<file path="src/rtl/tt_collect_pkg.sv">
// ----------------------------------------------------------------------------
// tt_collect_pkg
// Shared types and helpers for the truth-table response collector.
//   tt_state_e       : collector FSM state (IDLE, COLLECT, DONE)
//   TT_DEFAULT_POLY  : default MISR feedback polynomial (16-bit)
//   misr_step()      : one MISR shift/compress step, used by RTL and models
// ----------------------------------------------------------------------------
package tt_collect_pkg;

    typedef enum logic [1:0] {
        IDLE    = 2'd0,
        COLLECT = 2'd1,
        DONE    = 2'd2
    } tt_state_e;

    localparam logic [15:0] TT_DEFAULT_POLY = 16'h8005;

    // One MISR step on a signature of width w (1..32). Operands are carried
    // in 32-bit containers; bits above w are masked off in the result.
    function automatic logic [31:0] misr_step(
        input logic [31:0] sig,
        input logic [31:0] data,
        input logic [31:0] poly,
        input int unsigned w = 16
    );
        logic [31:0] mask;
        logic        msb;
        mask = (w >= 32) ? 32'hFFFF_FFFF : ((32'd1 << w) - 32'd1);
        msb  = |((sig >> (w - 1)) & 32'd1);
        return ((sig << 1) ^ (msb ? poly : 32'd0) ^ data) & mask;
    endfunction

endpackage

</file>
<file path="src/rtl/tt_misr.sv">
// ----------------------------------------------------------------------------
// tt_misr
// SIG_W-wide multiple-input signature register (SIG_W <= 32).
//   clk_i  : clock
//   rst_i  : synchronous active-high reset, clears the signature
//   clr_i  : synchronous clear (start of a new run)
//   en_i   : compress data_i into the signature this cycle
//   data_i : parallel input word
//   sig_o  : current signature
// ----------------------------------------------------------------------------
module tt_misr
    import tt_collect_pkg::*;
#(
    parameter int unsigned      SIG_W = 16,
    parameter logic [SIG_W-1:0] POLY  = SIG_W'(TT_DEFAULT_POLY)
) (
    input  logic             clk_i,
    input  logic             rst_i,
    input  logic             clr_i,
    input  logic             en_i,
    input  logic [SIG_W-1:0] data_i,
    output logic [SIG_W-1:0] sig_o
);

    logic [SIG_W-1:0] sig_q;
    logic [SIG_W-1:0] sig_d;

    assign sig_d = SIG_W'(misr_step(32'(sig_q), 32'(data_i), 32'(POLY), SIG_W));

    always_ff @(posedge clk_i) begin
        if (rst_i || clr_i) begin
            sig_q <= '0;
        end else if (en_i) begin
            sig_q <= sig_d;
        end
    end

    assign sig_o = sig_q;

endmodule

</file>
<file path="src/rtl/tt_response_collector.sv">
// ----------------------------------------------------------------------------
// tt_response_collector
// Captures one response bit per N_IN-bit input vector from a valid/ready
// stream, building the full truth table and a MISR signature of the
// (vector, response) sequence.
//   CK, reset      : clock, synchronous active-high reset
//   start          : begin a run (honoured in IDLE and DONE)
//   in_valid/ready : pair handshake; in_ready high only in COLLECT
//   in_vec/in_resp : applied vector and observed response
//   busy / done    : in COLLECT / in DONE (levels)
//   timeout        : run ended by TIMEOUT idle cycles (sticky)
//   dup_err        : some vector was received twice (sticky)
//   tt_out / seen  : captured responses / capture flags, bit i = vector i
//   signature      : MISR state
//   count          : number of distinct vectors captured
// ----------------------------------------------------------------------------
module tt_response_collector
    import tt_collect_pkg::*;
#(
    parameter int unsigned      N_IN    = 3,
    parameter int unsigned      SIG_W   = 16,
    parameter logic [SIG_W-1:0] POLY    = SIG_W'(TT_DEFAULT_POLY),
    parameter int unsigned      TIMEOUT = 64
) (
    input  logic                   CK,
    input  logic                   reset,
    input  logic                   start,
    input  logic                   in_valid,
    output logic                   in_ready,
    input  logic [N_IN-1:0]        in_vec,
    input  logic                   in_resp,
    output logic                   busy,
    output logic                   done,
    output logic                   timeout,
    output logic                   dup_err,
    output logic [(1<<N_IN)-1:0]   tt_out,
    output logic [(1<<N_IN)-1:0]   seen,
    output logic [SIG_W-1:0]       signature,
    output logic [N_IN:0]          count
);

    localparam int unsigned NV = 1 << N_IN;
    localparam int unsigned IW = $clog2(TIMEOUT + 1);
    localparam logic [N_IN:0]  FULL      = (N_IN + 1)'(NV);
    localparam logic [IW-1:0]  IDLE_LAST = IW'(TIMEOUT - 1);

    tt_state_e         state_q;
    logic [NV-1:0]     tt_q;
    logic [NV-1:0]     seen_q;
    logic [N_IN:0]     count_q;
    logic [N_IN:0]     count_d;
    logic [IW-1:0]     idle_q;
    logic              to_q;
    logic              dup_q;

    logic              accept;
    logic              run_start;

    // in_ready is a decode of the state register only, so accept never
    // loops back through in_valid.
    assign accept    = in_valid && (state_q == COLLECT);
    assign run_start = start && (state_q != COLLECT);
    assign count_d   = count_q + 1'b1;

    always_ff @(posedge CK) begin
        if (reset) begin
            state_q <= IDLE;
            tt_q    <= '0;
            seen_q  <= '0;
            count_q <= '0;
            idle_q  <= '0;
            to_q    <= 1'b0;
            dup_q   <= 1'b0;
        end else begin
            unique case (state_q)
                IDLE, DONE: begin
                    if (start) begin
                        state_q <= COLLECT;
                        tt_q    <= '0;
                        seen_q  <= '0;
                        count_q <= '0;
                        idle_q  <= '0;
                        to_q    <= 1'b0;
                        dup_q   <= 1'b0;
                    end
                end
                COLLECT: begin
                    if (accept) begin
                        // An accept always wins over a same-cycle timeout.
                        idle_q <= '0;
                        if (seen_q[in_vec]) begin
                            dup_q <= 1'b1;  // first capture is kept
                        end else begin
                            tt_q[in_vec]   <= in_resp;
                            seen_q[in_vec] <= 1'b1;
                            count_q        <= count_d;
                            if (count_d == FULL) begin
                                state_q <= DONE;
                            end
                        end
                    end else begin
                        if (idle_q != '1) begin
                            idle_q <= idle_q + 1'b1;
                        end
                        if (idle_q == IDLE_LAST) begin
                            state_q <= DONE;
                            to_q    <= 1'b1;
                        end
                    end
                end
                default: state_q <= IDLE;
            endcase
        end
    end

    tt_misr #(
        .SIG_W (SIG_W),
        .POLY  (POLY)
    ) u_misr (
        .clk_i  (CK),
        .rst_i  (reset),
        .clr_i  (run_start),
        .en_i   (accept),
        .data_i (SIG_W'({in_vec, in_resp})),
        .sig_o  (signature)
    );

    assign in_ready = (state_q == COLLECT);
    assign busy     = (state_q == COLLECT);
    assign done     = (state_q == DONE);
    assign timeout  = to_q;
    assign dup_err  = dup_q;
    assign tt_out   = tt_q;
    assign seen     = seen_q;
    assign count    = count_q;

endmodule

</file>
<file path="config.mk">
export PLATFORM = sky130hd
export DESIGN_NAME = tt_response_collector
export DESIGN_NICKNAME = d
export VERILOG_FILES = /design/src/rtl/tt_collect_pkg.sv /design/src/rtl/tt_misr.sv /design/src/rtl/tt_response_collector.sv
export SDC_FILE = /design/constraint.sdc
export NUM_CORES = 1
export LEC_CHECK = 0
export ABC_AREA = 1
export ABC_CLOCK_PERIOD_IN_PS = 1650
export CORE_ASPECT_RATIO = 0.75
export CORE_MARGIN = 2
export CORE_UTILIZATION = 25
export CTS_CLUSTER_SIZE = 28
export DETAILED_ROUTE_END_ITERATION = 10
export HOLD_SLACK_MARGIN = 0.08
export PLACE_DENSITY_LB_ADDON = 0.08
export SKIP_LAST_GASP = 1
export SLEW_MARGIN = 40
export SYNTH_ARGS = -nofsm -noshare
export SYNTH_HDL_FRONTEND = slang
export SYNTH_SLANG_ARGS = --single-unit
</file>
<file path="constraint.sdc">
create_clock -name CK -period 1.65 [get_ports CK]
set_clock_uncertainty 0.1 [all_clocks]
set_input_delay 0.495 -clock CK [delete_from_list [all_inputs] [get_ports CK]]
set_output_delay 0.495 -clock CK [all_outputs]
set_load 0.02 [all_outputs]
</file>
Word-level counts from Yosys, hierarchy flattened
Cells that the tools add are included.

cells by class
  bitwise gates (word level) = 3
  mux-type cells = 34
  order comparisons = 2
  equality and inequality tests = 16
  reductions and logical operators = 12
  add/sub/neg operators = 2

operator list
  cell                                                                     number
  8-bit 2-to-1 mux                                                         5
  8-bit case mux with 2 select lines                                       2
  7-bit 2-to-1 mux                                                         3
  16-bit 2-to-1 mux                                                        1
  4-bit AND reduction                                                      4
  16-bit bitwise XOR                                                       1
  16-bit by 4-bit bitwise XOR with 16-bit output                           1
  7-bit case mux with 2 select lines                                       1
  4-bit 2-to-1 mux                                                         3
  2-bit 2-to-1 mux                                                         5
  8-bit bitwise mux                                                        1
  2-bit by 1-bit inequality test with 1-bit output, second input constant  4
  8-bit OR                                                                 1
  4-bit case mux with 2 select lines                                       1
  7-bit by 1-bit adder with 7-bit output, second input constant            1
  7-bit by 6-bit == test with 1-bit output, second input constant          1
  1-bit 2-to-1 mux                                                         7
  7-bit inequality test, second input constant                             1
  2-bit inequality test, second input constant                             3
  3-bit by 1-bit inequality test with 1-bit output, second input constant  2
  4-bit by 1-bit adder with 4-bit output, second input constant            1
  4-bit == test, second input constant                                     1
  3-bit by 4-bit < comparator with 1-bit output, second input constant     1
  1-bit case mux with 2 select lines                                       2
  other kinds (14)                                                         16

word-level totals
  register bits = 47
  logic and storage cells = 77
  output and inout bits = 41
  input port bits = 8

Longest topological paths before layout
  word-level depth = 8
  gate-level depth with buffers = 12
  depth with buffers taken out = 11

Hierarchy
From an unflattened synthesis, not the netlist that was laid out.

unflattened totals
  cell total of the unflattened synthesis = 353
  area, all modules = 2,528.7 um2

by module, submodules not included
  module                 area an instance (um2)  cells each  seq. area each (um2)  instances
  tt_response_collector  1,711.6                 241         620.6                 1
  tt_misr                817.0                   112         320.3                 1

Worst setup path after synthesis
OpenSTA, ideal clock, no wires.

  kind = flip-flop to output port
  from = register state_q[0]
  to = output in_ready
  slack = -78 ps
  path buffers = 2
  required time = 1,055 ps
  arrival time = 1,133 ps
  stages on the path, launching flop included = 5
  cell sequence = dfxtp_1 inv_2 nor2_1 clkbuf_1 buf_4

on the way
  longest elaborated chain between the ends = 1

ends and longest elaborated chain
  what                                      line                         text
  start: declaration                        tt_response_collector.sv:47  tt_state_e state_q;
  start signal: assignment                  tt_response_collector.sv:67  state_q <= IDLE;
  start signal: assignment                  tt_response_collector.sv:78  state_q <= COLLECT;
  start signal: assignment                  tt_response_collector.sv:98  state_q <= DONE;
  2-bit by 1-bit == test with 1-bit output  n/a
  end: declaration                          tt_response_collector.sv:29  output logic in_ready,

Every way passes these cells.

Worst setup path in the final report
  from = register state_q[0]
  to = register idle_q[0]

on the way
  longest elaborated chain between the ends = 4
  elaborated cells between the ends (all ways) = 11
  those cells by class = eq/ne: 4; mux: 2; reduce/logical: 5

ends and longest elaborated chain
  what                                                                                        line                                                      text
  2-bit == test, or another cell as far along                                                 tt_response_collector.sv:75                               unique case (state_q)
  2-bit OR reduction or 1-bit logical AND (tied branches)                                     tt_response_collector.sv:75, tt_response_collector.sv:61
  2-bit inequality test (no source line), or another cell as far along                        n/a
  3-bit AND reduction (no source line) or 7-bit case mux with 2 select lines (tied branches)  n/a
  end signal: assignment                                                                      tt_response_collector.sv:103                              idle_q <= idle_q + 1'b1;
  end: declaration                                                                            tt_response_collector.sv:52                               logic [IW-1:0] idle_q;

Several ways; a longest one is shown, not always the timed one.
A chain may end at the register's enable or synchronous reset.

==> metrics.txt <==
CP Capture Type=register; commonest cells in the synthesized netlist=75 x nand2_1, 47 x dfxtp_1, 46 x nor2_1; Synth Net Count=~340; vias post-DR=between 2000 and 2500; Avg Cell Area, Syn=about 6.9 um^2; initial antenna violation count=0; largest family of logic cells by synthesized area=simple AND/OR/NAND/NOR gates; Syn Inst Count=~330; grt ovf=0; fin util=0.4342; Starting Density=0.2539; ys async rst share=0; num ports=slightly below 50; Worst path slowest cell=dfxtp_2; post-synthesis xor/xnor area fraction=0.01931; cells on worst reg2reg path=11; Synth Area in Simple Gates=0.3172; share of cells above drive strength 1=0.4155; clk sinks=47; status=finished with violations; unique cell type count in the Yosys netlist=22; post-route cell area=between 3000 and 4000 um^2; CTS tree=built; ANT cells=0; area leader, netlist=dfxtp_1; Area after DPL=between 3000 and 4000 um^2; DRT antenna net count=0; failing checks=negative setup slack; Main synth FF type=dfxtp_1; Die H=a little under 90 um; post-synthesis adder-cell area fraction=0.01103; WP buf/inv=6; Synth warnings=0; EDFF count, synth=0; number of H-tree levels=2; RSZ-0062 raised after global routing=yes; cells taking the most area after synthesis=dfxtp_1 41%, nand2_1 12%, nor2_1 7.6%; Core ar.=around 8900 um^2; largest net degree at the start of global routing=19; Startpoint Class=register; Seq/Total Area, Yosys=0.4148; worst r2r dst=idle_q[0]; final-report max-slew violation count=0; Seq cells post-synth=47; CP top delay family=buffers and inverters; worst hold start=idle_q[4]; CTS Buf Count=5; endpoints failing setup=35; reg-to-reg slack, setup=-0.11 ns; f_max=about 0.57 GHz; end of the worst hold path=idle_q[4]; worst-path cell chain=inv_2, nor2_4, buf_6, buf_6, clkinvlp_4, buf_6, nor2_4, nand3_2, nand2_4, inv_4, o211a_1; period utilization=1.069; CTS clk-pin slew, worst paths=about 0.070 ns; WL/cell=around 13 um; HP Class=register to register; most frequent CP cell=buf_6; Reg2Reg Launch Point=state_q[0]; Yosys top cell area share=0.4148; Static Leak=between 1.5 and 2 nW; gr usage total=0.1483; crit path kind=register to register; hold buffers post-CTS=0; Die Footprint=between 9000 and 10000 um^2; mux cell area share after synthesis=0; Synth Area in Compound Gates=0.1186; 1st-pass router iterations=4; Hold WS=roughly 0.35 ns; Port Buf Inserts=between 40 and 50; PwrDens=781.4 nW/um^2; Placer Congestion=between 0.7 and 0.8; # rows=30; die width=~110 um; Tmin final=about 1.8 ns; vias in the first global route=around 2300; Synth-to-Final Area Change=70.99%; worst skew pair latency=0.29 ns; total wire length=7116 um; Max Root-Sink Buffers=2; max cap viols=0; post-detail-place hpwl=between 4000 and 5000 um; Post-Syn Area=around 2300 um^2; relative slew slack=0.7876; Worst Path Max Fanout=5; Net count, final=between 400 and 500; Crit path arrival time=around 1.9 ns; Worst-Margin Slew=0.3162 ns; hold path depth=2; Final Hold Violating Endpoints=0; Root Driver=clkbuf_16; Starting DRT DRC Count=85; drc violations=0; global-route wire length before repair=between 10000 and 15000 um; vias per cell=4.396; post-route setup slack=-0.1134 ns; most numerous cell in the Yosys netlist=nand2_1; maximum VDD drop=0.4569 mV; Worst EP required=1.73 ns; CP peak stage delay=approximately 0.34 ns
## final cells by class
| class | instances | area (um^2) |
|---|---|---|
| fillers | 926 | 5055 |
| multi-input cells | 227 | 1489 |
| repair buffers | 110 | 1001 |
| flip-flops and latches | 47 | 943.4 |
| inverters | 34 | 148.9 |
| well taps | 112 | 140.1 |
| clock buffers | 5 | 125.1 |
| clock inverters | 3 | 31.28 |
## through the flow
stage          setup TNS, ns  power, mW  setup slack, ns  std cells
2_1_floorplan              0      1.493         0.001787        327
3_3_place_gp          -19.63      1.716          -0.6428        507
3_5_place_dp          -20.10      1.712          -0.6622        507
4_1_cts               -2.762      2.975          -0.1277        533
5_1_grt               -6.525      3.182          -0.2139        538
6_report              -2.091      3.031          -0.1134        538
## power breakdown
group / switching [mW] / total, mW / internal (mW)
logic: 0.418 / 0.747 / 0.329
clock network: 0.504 / 1.09 / 0.590
registers: 0.0247 / 1.19 / 1.17
## worst min-delay path, stage by stage (launching register included)
cell and delay (ns):
dfxtp_1 0.31, inv_1 0.05, a21oi_1 0.05
## state kept, by name (all words and copies together), names as in the netlist
register,cells
seen,8
timeout,1
count,4
state_q,2
u_misr.sig_o,16
tt_out,8
dup_err,1
idle_q,7
## placed cells by master, fill, tap and decap left out, drive strengths merged
master         Yosys  layout
nand2             78      81
buf               15      65
nor2              49      49
dfxtp             47      47
inv               34      36
dlygate4sd2        0      33
a21oi             32      32
nand3             28      28
o21ai             16      16
nor3              10      10
clkbuf             7      10
xor2               4       4
clkdlybuf4s50      0       4
clkdlybuf4s15      0       3
nand4              2       2
ha                 2       2
clkinvlp           0       1
xnor2              1       1
o211a              1       1
a21boi             1       1
## repair_timing
| item | 4_1_cts | 5_1_grt |
|---|---|---|
| buffers inserted | 13 | 7 |
| pin swaps | 23 | 27 |
| gates resized for setup | 124 | 90 |
| cloned | 5 | 1 |
| setup endpoints to repair | 87 | 55 |
## cell families (layout without fill, tap and decap cells)
kind of cell               Yosys count  in the layout
AOI/OAI and AO/OA                   50             50
and+or+nand+nor                    167            170
DFF                                 47             47
adders and majority gates            2              2
xor gates and xnor gates             5              5
buffers and inverters               56            152
## worst max path at each step
stage	from	to	slack (ns)	depth (start not counted)
floorplan	in_vec[0]	tt_out[2]	0.002	10
global placement	in_vec[0]	count[3]	-0.64	11
CTS	state_q[0]	busy	-0.13	4
detailed placement	in_vec[0]	count[3]	-0.66	11
finish	state_q[0]	idle_q[0]	-0.11	11
global route	state_q[0]	idle_q[5]	-0.21	14
## metal layers
| metal | track usage | up-vias | share of wire |
|---|---|---|---|
| li1 | - | 1239 | - |
| met2 | 0.2435 | 38 | 0.47 |
| met4 | 0.02661 | 0 | 0.0046 |
| met5 | 0 | - | 0 |
| met1 | 0.2039 | 1086 | 0.49 |
| met3 | 0.03147 | 2 | 0.038 |
(Power assumes the default switching activity.)
